`config.mk`:
```
export PLATFORM = sky130hd
export DESIGN_NAME = perf_counter
export DESIGN_NICKNAME = d
export VERILOG_FILES = /design/src/rtl/perf_counter_pkg.sv /design/src/rtl/perf_counter_sat_counter.sv /design/src/rtl/perf_counter.sv
export SDC_FILE = /design/constraint.sdc
export NUM_CORES = 1
export LEC_CHECK = 0
export CAP_MARGIN = 0
export CORE_AREA = 2 2 65 83
export CTS_CLUSTER_SIZE = 40
export DETAILED_ROUTE_END_ITERATION = 7
export DIE_AREA = 0 0 67 85
export PLACE_DENSITY_LB_ADDON = 0.05
export SLEW_MARGIN = 25
export SYNTH_ARGS = -nofsm -noshare
export SYNTH_HDL_FRONTEND = slang
export SYNTH_HIERARCHICAL = 1
export SYNTH_SLANG_ARGS = --single-unit
```
`constraint.sdc`:
```
create_clock -name clock -period 2.9 [get_ports clock]
set_clock_uncertainty 0.1 [all_clocks]
set_input_delay 0.87 -clock clock [delete_from_list [all_inputs] [get_ports clock]]
set_output_delay 0.87 -clock clock [all_outputs]
set_load 0.005 [all_outputs]
```
`src/rtl/perf_counter_pkg.sv`:
```
// Shared definitions for the performance counter: FSM encodings, display
// select codes and status-word bit positions.
package perf_counter_pkg;

  typedef enum logic [1:0] {
    S_IDLE   = 2'd0,
    S_COUNT  = 2'd1,
    S_HALTED = 2'd2
  } state_t;

  localparam logic [1:0] SEL_CYC  = 2'd0;
  localparam logic [1:0] SEL_INS  = 2'd1;
  localparam logic [1:0] SEL_STL  = 2'd2;
  localparam logic [1:0] SEL_STAT = 2'd3;

  localparam int unsigned STAT_RUNNING_BIT = 0;
  localparam int unsigned STAT_DONE_BIT    = 1;
  localparam int unsigned STAT_OVF_BIT     = 2;

endpackage

```
`src/rtl/perf_counter_sat_counter.sv`:
```
// Saturating up-counter. Holds at all-ones; sat_hit flags an increment
// request that arrives while the counter is already saturated.
module sat_counter #(
  parameter int unsigned WIDTH = 16
) (
  input  logic             clock,
  input  logic             reset,
  input  logic             en,
  output logic [WIDTH-1:0] q,
  output logic             sat_hit
);

  logic [WIDTH-1:0] r_q;
  logic             w_at_max;

  assign w_at_max = &r_q;
  assign sat_hit  = en & w_at_max;
  assign q        = r_q;

  // Count register: increment when enabled, freeze at the maximum value
  always_ff @(posedge clock) begin
    if (reset) begin
      r_q <= '0;
    end else if (en && !w_at_max) begin
      r_q <= r_q + WIDTH'(1);
    end
  end

endmodule

```
`src/rtl/perf_counter.sv`:
```
// Performance counter top: run-control FSM, cycle/instruction (and optional
// stall) counters, sticky overflow and registered display mux.
// Optional feature macro: PERF_STALL_COUNT_EN enables the stall counter.
module perf_counter
  import perf_counter_pkg::*;
#(
  parameter int unsigned WIDTH = 16
) (
  input  logic             clock,
  input  logic             reset,
  input  logic             start,
  input  logic             stop,
  input  logic             wb_valid,
  input  logic             stall,
  input  logic [1:0]       sel,
  output logic [WIDTH-1:0] disp,
  output logic             running,
  output logic             done,
  output logic             ovf
);

  state_t           r_state;
  state_t           w_next;
  logic             w_active;
  logic             w_force_ins;
  logic [WIDTH-1:0] r_disp;
  logic             r_ovf;

  logic [WIDTH-1:0] w_cyc_q;
  logic [WIDTH-1:0] w_ins_q;
  logic [WIDTH-1:0] w_stl_q;
  logic             w_cyc_sat;
  logic             w_ins_sat;
  logic             w_stl_sat;
  logic [WIDTH-1:0] w_status;
  logic [WIDTH-1:0] w_disp_next;

  // State register
  always_ff @(posedge clock) begin
    if (reset) begin
      r_state <= S_IDLE;
    end else begin
      r_state <= w_next;
    end
  end

  // Next state and counting qualifier; the start cycle itself is counted
  always_comb begin
    w_next      = r_state;
    w_active    = 1'b0;
    w_force_ins = 1'b0;
    case (r_state)
      S_IDLE: begin
        if (start) begin
          w_active = 1'b1;
          if (stop) begin
            w_next      = S_HALTED;
            w_force_ins = 1'b1;
          end else begin
            w_next = S_COUNT;
          end
        end else if (stop) begin
          w_next = S_HALTED;
        end
      end
      S_COUNT: begin
        w_active = 1'b1;
        if (stop) begin
          w_next = S_HALTED;
        end
      end
      S_HALTED: begin
        w_next = S_HALTED;
      end
      default: begin
        w_next = S_IDLE;
      end
    endcase
  end

  sat_counter #(.WIDTH(WIDTH)) u_cyc (
    .clock   (clock),
    .reset   (reset),
    .en      (w_active),
    .q       (w_cyc_q),
    .sat_hit (w_cyc_sat)
  );

  // A STOP seen together with start is itself the single retired instruction
  sat_counter #(.WIDTH(WIDTH)) u_ins (
    .clock   (clock),
    .reset   (reset),
    .en      (w_active & (wb_valid | w_force_ins)),
    .q       (w_ins_q),
    .sat_hit (w_ins_sat)
  );

`ifdef PERF_STALL_COUNT_EN
  sat_counter #(.WIDTH(WIDTH)) u_stl (
    .clock   (clock),
    .reset   (reset),
    .en      (w_active & stall),
    .q       (w_stl_q),
    .sat_hit (w_stl_sat)
  );
`else
  logic w_unused_stall;
  assign w_unused_stall = stall;
  assign w_stl_q        = '0;
  assign w_stl_sat      = 1'b0;
`endif

  // Sticky overflow, cleared only by reset
  always_ff @(posedge clock) begin
    if (reset) begin
      r_ovf <= 1'b0;
    end else if (w_cyc_sat || w_ins_sat || w_stl_sat) begin
      r_ovf <= 1'b1;
    end
  end

  assign running = (r_state == S_COUNT);
  assign done    = (r_state == S_HALTED);
  assign ovf     = r_ovf;

  // Status word and display select
  always_comb begin
    w_status                   = '0;
    w_status[STAT_RUNNING_BIT] = running;
    w_status[STAT_DONE_BIT]    = done;
    w_status[STAT_OVF_BIT]     = r_ovf;
    w_disp_next                = '0;
    case (sel)
      SEL_CYC:  w_disp_next = w_cyc_q;
      SEL_INS:  w_disp_next = w_ins_q;
      SEL_STL:  w_disp_next = w_stl_q;
      SEL_STAT: w_disp_next = w_status;
      default:  w_disp_next = '0;
    endcase
  end

  // Display register
  always_ff @(posedge clock) begin
    if (reset) begin
      r_disp <= '0;
    end else begin
      r_disp <= w_disp_next;
    end
  end

  assign disp = r_disp;

endmodule

```
# ---- Yosys cells after proc, flatten, opt, wreduce, memory -nomap -nowiden
# Cells that the tools add are included.
dict set report classes {
  mux 10
  reduce_logical 9
  eq_ne 5
  n_bitwise 4
  n_addsub 2
}
# cell n
set op_table {}
lappend op_table {{$pmux W16 S4} 1}
lappend op_table {{$add A16 B1 Y16 const B} 2}
lappend op_table {{$reduce_and A16 Y1} 2}
lappend op_table {{$eq A2 B2 Y1 const B} 3}
lappend op_table {{$mux W2} 3}
lappend op_table {{$pmux W2 S3} 1}
lappend op_table {{$eq A2 B1 Y1 const B} 2}
lappend op_table {{$logic_not A2 Y1} 2}
lappend op_table {{$mux W1} 4}
lappend op_table {{$and A1 B1 Y1} 3}
lappend op_table {{$logic_and A1 B1 Y1} 2}
lappend op_table {{$logic_not A1 Y1} 2}
lappend op_table {{$pmux W1 S2} 1}
lappend op_table {{$logic_or A1 B1 Y1} 1}
lappend op_table {{$or A1 B1 Y1} 1}
dict set report totals {
  regBits 51
  output_inout_bits 19
  in_bits 8
}

# ---- Longest topological paths before layout
# Gate-level depths: netlist (run 1).
dict set report logic_depth {
  word_depth 7
  mapped_depth 7
}

# ---- Hierarchy
# The synthesis (run 1) kept the hierarchy.
# module seq_area_each_um2 area_per_inst_um2 cells_per_inst n_inst
set modules_own_cells {}
lappend modules_own_cells {sat_counter 320.3 863.3 94 2}
lappend modules_own_cells {perf_counter 380.4 742.0 75 1}

# ---- Worst setup path after synthesis (run 1)
# No wires, ideal clock.
dict set report synth_path {
  path_kind {input to register}
  startpoint {input start}
  endpoint {register u_ins.r_q[14] (netlist: u_ins/q[14])}
  t_arrival_ns 2.152
  setup_slack_ns 0.525
  t_required_ns 2.677
  n_path_buf 0
  cell_stages 6
  setup_ns 0.123
  path_cell_list {o21ai_0 -> nor2_1 -> nand4_1 -> nor2_1 -> and4_1 -> mux2_1}
}
dict set report synth_between {
  elab_chain_len 5
  elab_cells_between_ends 7
}
# item line
set synth_rtl {}
lappend synth_rtl {{start: declaration} perf_counter.sv:11} ;# input logic start,
lappend synth_rtl {{$mux W1} perf_counter.sv:54} ;# if (start) begin
lappend synth_rtl {{$mux W1} perf_counter.sv:52} ;# case (r_state)
lappend synth_rtl {{$or A1 B1 Y1} perf_counter.sv:93} ;# .en (w_active & (wb_valid | w_force_ins)),
lappend synth_rtl {{$and A1 B1 Y1 *} perf_counter.sv:93}
lappend synth_rtl {{$logic_and A1 B1 Y1 *} perf_counter_sat_counter.sv:24} ;# end else if (en && !w_at_max) begin
lappend synth_rtl {{end signal: assignment} perf_counter_sat_counter.sv:25} ;# r_q <= r_q + WIDTH'(1);
lappend synth_rtl {{end: declaration} perf_counter_sat_counter.sv:13} ;# logic [WIDTH-1:0] r_q;
# Mark *: on every way between the ends. The rest lies on a longest branch, timed or not.
# A chain may end at the register's enable or synchronous reset.

# ---- Final worst setup path (run 1)
dict set report layout_path {
  startpoint {input start}
  endpoint {register u_ins.r_q[15] (netlist: u_ins/q[15])}
}
# Same word-level chain as after synthesis.

==> metrics.md, run 1 <==
| Metric | Value |
|---|---|
| Tcrit/Tclk final | 88.6% |
| Die W | 67 µm |
| Top Ports | 27 |
| I/O Buffers | 25 |
| Peak Freq | 0.389 GHz |
| GRT overflow | 0 |
| Synthesized Nets | 273 |
| WP depth | 7 |
| Worst path top cell family by delay | simple AND/OR/NAND/NOR gates |
| Drt initial violations | 126 |
| Leakage power | 1.16 nW |
| CP endpoint kind | register |
| Global Route Usage Sum | 19.4% |
| Final Max Slew Viols | 0 |
| P_int | 0.926 mW |
| Drt total wl | 5020 µm |
| FF-to-FF End | u_ins/q[15]$_SDFFE_PP0P_ |
| RSZ-0062 raised after global routing | no |
| First drt pass iteration count | 4 |
| Register area share after synthesis | 41.4% |
| Core area | 4930 µm² |
| Resize count post-CTS | 0 |
| Yosys reg bits | 51 |
| Die area | 5700 µm² |
| Largest net degree at the start of global routing | 46 |
| Initial antenna violation count | 0 |
| Post-Syn Instances | 263 |
| Combinational fraction of design power | 7.6% |
| Cell area power density | 413 nW/µm² |
| Final hold vios | 0 |
| Synthesis-to-layout area growth | 19.3% |
| Crit Path Class | input port to register |
| Cells on worst reg2reg path | 7 |
| RD Place Congestion | 0.814 |
| Fin crit period | 2.57 ns |
| Commonest non-fill, non-tap cell in the layout | dfxtp_1 |
| Sw power | 0.290 mW |
| Status | completed |
| Max-cap violation count | 0 |
| Nets | 310 |
| Global-route wire length before repair | 8560 µm |
| Vias per cell | 5.58 |
| Postcts setup bufs | 0 |
| Crit path from | start |
| Fin worst setup slack | 0.329 ns |
| Crit-path slowest cell | or4_1 |
| Reg-to-reg slack, setup | 0.96 ns |
| CTS tree | yes |
| Relative slew slack | 66.2% |
| Clk root buf | clkbuf_8 |
| Yosys top cell by area | dfxtp_1 |
| Critical path data required time | 3.04 ns |
| Worst-path cell chain | clkdlybuf4s50_1 > o21ai_0 > nor2_1 > and3_2 > nand3b_4 > or4_1 > a21oi_1 |
| Worst-Skew Late Latency | 0.30 ns |
| Crit path capture | u_ins/q[15]$_SDFFE_PP0P_ |
| Top post-synthesis cells by area | dfxtp_1 (41%), mux2i_1 (7.3%), nor2_1 (5.8%) |
| Distinct cells, synth | 42 |
| Hold crit path type | register to register |
| Clock Tree Buf Depth | 2 |
| Sequential Power Share | 59.1% |
| Vias | 2027 |
| Placed Area | 2860 µm² |
| CTS H-tree lvls | 2 |
| Setup TNS | 0 ns |
| Top cell type's share of synthesized area | 41.4% |
| Worst-path clk slew | 0.09 ns |
| Actual slew at the worst max-slew pin | 0.504 ns |
| Worst Path Max Fanout | 8 |
| Clock power share | 33.3% |
| DRC errors left | 0 |
| Initial cell density of the core | 50.0% |
| Synthesized area per cell | 9.39 µm² |
| CTS buffer count | 5 |
| Die height | 85 µm |
| Setup violators final | 0 |
| Peak supply drop | 0.000270 V |
| Vias in the first global route | 1860 |
| Worst path arrival time | 2.71 ns |
| CP Buf/Inv Count | 1 |
| Warning count from the yosys run | 6 |
| Final core utilization | 59.7% |
| Hold Buf Count CTS | 0 |
| Final ANT Viol Nets | 0 |
| Pre-CTS WS | 0.0234 ns |
| Synth Cell Area | 2470 µm² |
| Commonest cells after routing, fill and taps aside | dfxtp_1 (51), nor2_1 (38), clkdlybuf4s50_1 (25) |
| Worst path max stage delay | 0.48 ns |
| Clock Sink Count | 51 |
| Share of layout cells above drive strength 1 | 14.6% |
| Antenna cells | 0 |
| Dpl hpwl | 3680 µm |
| Sw Ratio | 23.9% |
| Startpoint Class | input port |
| Row cnt | 29 |
| DR WL/cell | 13.8 µm |
| Design area | 2950 µm² |
| RR Startpoint | r_state[1]$_SDFF_PP0_ |
synthesized netlist by cell type (all sizes together):
cell type,instances
a31oi,6
o21ba,2
nor2,40
nor2b,8
a21oi,19
nand3,12
and2,2
inv,6
or3,2
nor4,2
a211oi,3
mux2i,18
o21ai,3
nand4,12
o21bai,4
clkbuf,2
or4,6
nor3,14
or2,3
dfxtp,51
xor2,2
nand2,8
ha,2
nor3b,2
and3,6
nand3b,2
o31ai,6
buf,6
and4,4
o41ai,2
o31a,2
mux2,6
power groups by stage:
stage	registers [mW]	logic, mW	clock network, mW
after global routing	0.722	0.102	0.450
after global placement	0.736	0.0925	0
after CTS	0.720	0.0940	0.423
final	0.719	0.0923	0.405
after floorplan	0.734	0.0571	0
after detailed placement	0.736	0.0934	0
cell families after synthesis:
family          count (synthesis)  synth area share (%)
flops                          51                  41.4
compound gates                 47                  12.8
mux                            24                  10.0
xor+xnor                        2                 0.710
fa+ha+maj                       2                  1.01
simple gates                  123                  31.2
buf+inv                        14                  2.94
worst min-delay path by stage:
stage / depth (start not counted) / to / startpoint / slack, ns
5_1_grt: 2 / u_cyc/q[15]$_SDFFE_PP0P_ / u_cyc/q[15]$_SDFFE_PP0P_ / 0.46
4_1_cts: 2 / u_ins/q[15]$_SDFFE_PP0P_ / u_ins/q[15]$_SDFFE_PP0P_ / 0.42
6_report: 2 / u_ins/q[15]$_SDFFE_PP0P_ / u_ins/q[15]$_SDFFE_PP0P_ / 0.43
3_3_place_gp: 2 / u_ins/q[15]$_SDFFE_PP0P_ / u_ins/q[15]$_SDFFE_PP0P_ / 0.40
3_5_place_dp: 2 / u_ins/q[15]$_SDFFE_PP0P_ / u_ins/q[15]$_SDFFE_PP0P_ / 0.41
2_1_floorplan: 2 / u_cyc/q[15]$_SDFFE_PP0P_ / u_cyc/q[15]$_SDFFE_PP0P_ / 0.38
worst min-delay path, delay by kind of cell, from the launching register on:
kind            cells  cell delay [ns]
compound gates      2             0.14
flops               1             0.35
area by class of cell:
| cell class | count | area [µm²] |
|---|---|---|
| Timing Repair Buffer | 38 | 360 |
| Fill cell | 465 | 1990 |
| Tap cell | 62 | 77.6 |
| Clock buffer | 5 | 68.8 |
| Multi-Input combinational cell | 198 | 1380 |
| Sequential cell | 51 | 1020 |
| Clock inverter | 3 | 20.0 |
| Inverter | 6 | 22.5 |
per-layer routing:
| metal | vias to the layer above | track usage [%] | routed length (µm) |
|---|---|---|---|
| met2 | 24 | 32.0 | 2480 |
| li1 | 1040 | - | - |
| met1 | 957 | 25.0 | 2360 |
| met3 | 6 | 3.58 | 112 |
| met5 | - | 0 | 0 |
| met4 | 0 | 6.68 | 72 |
sequential cells by signal, summed over array words and instances (netlist names):
signal / cells
disp: 16
ovf: 1
r_state: 2
u_cyc/q: 16
u_ins/q: 16
through the flow:
stage / hold slack (ns) / power [mW] / instances
floorplan: 0.376 / 0.791 / 263
global route: 0.456 / 1.27 / 363
CTS: 0.425 / 1.24 / 363
global placement: 0.404 / 0.829 / 355
finish: 0.427 / 1.22 / 363
detailed placement: 0.409 / 0.829 / 355
(Power assumes the default switching activity.)
==> inputs of run 2 (changes only) <==
--- a/config.mk
+++ b/config.mk
@@ -5,6 +5,7 @@
 export SDC_FILE = /design/constraint.sdc
 export NUM_CORES = 1
 export LEC_CHECK = 0
+export ABC_CLOCK_PERIOD_IN_PS = 2900
 export CAP_MARGIN = 0
 export CORE_AREA = 2 2 65 83
 export CTS_CLUSTER_SIZE = 40
==> results of run 2 <==
No change in the layout: final DEF, timing and power equal those of run 1.
==> inputs of run 3 (changes only) <==
--- a/config.mk
+++ b/config.mk
@@ -7,10 +7,10 @@
 export LEC_CHECK = 0
 export ABC_CLOCK_PERIOD_IN_PS = 2900
 export CAP_MARGIN = 0
-export CORE_AREA = 2 2 65 83
+export CORE_AREA = 2 2 66 81
 export CTS_CLUSTER_SIZE = 40
 export DETAILED_ROUTE_END_ITERATION = 7
-export DIE_AREA = 0 0 67 85
+export DIE_AREA = 0 0 68 83
 export PLACE_DENSITY_LB_ADDON = 0.05
 export SLEW_MARGIN = 25
 export SYNTH_ARGS = -nofsm -noshare
==> run 3 against run 2 <==
Worst setup slack worse by 0.015 ns. Largest power group unchanged. Largest cell class unchanged. Non-clock buffer count stayed put. Via count is 0.35% lower. Clock-buffer cell count is 1 higher. Sequential cell count stayed put.
==> metrics.md, run 3 (same netlist as run 1, synthesis figures left out) <==
| Metric | Value |
|---|---|
| FF-to-FF End | u_ins/q[15]$_SDFFE_PP0P_ |
| Sequential Power Share | 54.5% |
| Global Route Usage Sum | 19.5% |
| Synthesis-to-layout area growth | 20.4% |
| Global-route wire length before repair | 8490 µm |
| Initial cell density of the core | 51.1% |
| Drt initial violations | 89 |
| CTS H-tree lvls | 2 |
| Top Ports | 27 |
| Clock Sink Count | 51 |
| Die area | 5640 µm² |
| CP endpoint kind | register |
| WL met2 | 2530 µm |
| Crit Path Class | input port to register |
| Max-cap violation count | 0 |
| Status | completed |
| Fin crit period | 2.59 ns |
| Peak Freq | 0.387 GHz |
| Hold slack | 0.429 ns |
| Drt total wl | 5170 µm |
| Nets | 310 |
| WL met3 | 121 µm |
| Crit-path slowest cell | or4_1 |
| Vias per cell | 5.60 |
| CTS buffer count | 5 |
| Hold path depth | 2 |
| Pre-CTS WS | 0.00215 ns |
| Worst hold endpoint | u_cyc/q[15]$_SDFFE_PP0P_ |
| RD Place Congestion | 0.800 |
| Combinational fraction of design power | 7.1% |
| I/O Buffers | 25 |
| Tcrit/Tclk final | 89.1% |
| GRT overflow | 0 |
| Hold Buf Count CTS | 0 |
| Vias | 2020 |
| DR WL/cell | 14.3 µm |
| Cell area power density | 444 nW/µm² |
| RR Startpoint | r_state[1]$_SDFF_PP0_ |
| Final hold vios | 0 |
| Clock power share | 38.4% |
| Sw power | 0.282 mW |
| Startpoint Class | input port |
| Initial antenna violation count | 0 |
| Worst Path Max Fanout | 8 |
| Worst path arrival time | 2.73 ns |
| Reg-to-reg slack, setup | 0.94 ns |
| Vias in the first global route | 1800 |
| Worst path max stage delay | 0.48 ns |
| Design area | 2970 µm² |
| Share of layout cells above drive strength 1 | 14.6% |
| Commonest cells after routing, fill and taps aside | dfxtp_1 (51), nor2_1 (38), clkdlybuf4s50_1 (25) |
| Actual slew at the worst max-slew pin | 0.499 ns |
| CTS tree | yes |
| Final Max Slew Viols | 0 |
| Placed Area | 2850 µm² |
| Worst-path cell chain | clkdlybuf4s50_1 > o21ai_0 > nor2_1 > and3_2 > nand3b_4 > or4_1 > a21oi_1 |
| Clk root buf | clkbuf_8 |
| Row cnt | 28 |
| Clock Tree Buf Depth | 2 |
| Commonest non-fill, non-tap cell in the layout | dfxtp_1 |
| WL met1 | 2440 µm |
| Critical path data required time | 3.04 ns |
| Leakage power | 1.18 nW |
| Setup violators final | 0 |
| Worst-Skew Late Latency | 0.30 ns |
| Relative slew slack | 66.6% |
| P_int | 1.04 mW |
| Sw Ratio | 21.4% |
| DRC errors left | 0 |
| Resize count post-CTS | 0 |
| First drt pass iteration count | 4 |
| Fin worst setup slack | 0.315 ns |
| Worst-path clk slew | 0.09 ns |
| Top layer in use | met4 |
| Hold crit path type | register to register |
| Final Power | 1.32 mW |
| Core area | 4830 µm² |
| Antenna cells | 0 |
| Hold path startpoint | u_cyc/q[15]$_SDFFE_PP0P_ |
| Setup TNS | 0 ns |
| Die height | 83 µm |
| Cells on worst reg2reg path | 7 |
| Postcts setup bufs | 0 |
| RSZ-0062 raised after global routing | no |
| Largest net degree at the start of global routing | 46 |
| Final ANT Viol Nets | 0 |
| Die W | 68 µm |
| Dpl hpwl | 3760 µm |
| Peak supply drop | 0.000394 V |
[run 3: cell types whose count changed in the layout (fill, tap and decap cells not counted)]
cell / before / now
bufinv_16: 0 / 1
clkbuf_8: 5 / 6
clkinvlp_4: 2 / 0
[run 3: layout make-up]
type | instances | area (µm²)
fill | 446 | 1860
multi-input combinational | 198 | 1380
sequential | 51 | 1020
timing repair buffer | 38 | 360
clock buffer | 6 | 82.6
tap | 60 | 75.1
clock inverter | 2 | 35.0
inverter | 6 | 22.5
[run 3: power by group through the flow]
stage	logic [mW]	clock network (mW)	registers, mW
after floorplan	0.0571	0	0.734
after global placement	0.0926	0	0.736
after detailed placement	0.0936	0	0.736
after CTS	0.0940	0.524	0.720
after global routing	0.103	0.548	0.721
final	0.0934	0.506	0.720
[run 3: critical path: cells and delay by family]
family	cells	cell delay, ns
compound gates	2	0.23
simple gates	4	1.16
buf+inv	1	0.45
[run 3: worst max-delay path by stage]
stage | from | end | slack [ns] | cells past startpoint
after floorplan | start | u_ins/q[14]$_SDFFE_PP0P_ | 0.53 | 6
after global placement | start | u_ins/q[15]$_SDFFE_PP0P_ | 0.02 | 7
after detailed placement | start | u_ins/q[15]$_SDFFE_PP0P_ | 0.002 | 7
after CTS | start | u_ins/q[15]$_SDFFE_PP0P_ | 0.32 | 7
after global routing | start | u_ins/q[5]$_SDFFE_PP0P_ | 0.20 | 7
final | start | u_ins/q[15]$_SDFFE_PP0P_ | 0.31 | 7
[run 3: metrics by stage]
| step | cells | utilization (%) |
|---|---|---|
| after floorplan | 263 | - |
| after global placement | 353 | 59.0 |
| after detailed placement | 353 | 59.0 |
| after CTS | 361 | 61.5 |
| after global routing | 361 | 61.5 |
| final | 361 | 61.5 |
[run 3: routing by layer]
metal | vias to the layer above | global-route usage (%)
li1 | 1038 | -
met1 | 953 | 26.2
met2 | 21 | 30.4
met3 | 8 | 4.47
met4 | 0 | 6.55
met5 | - | 0
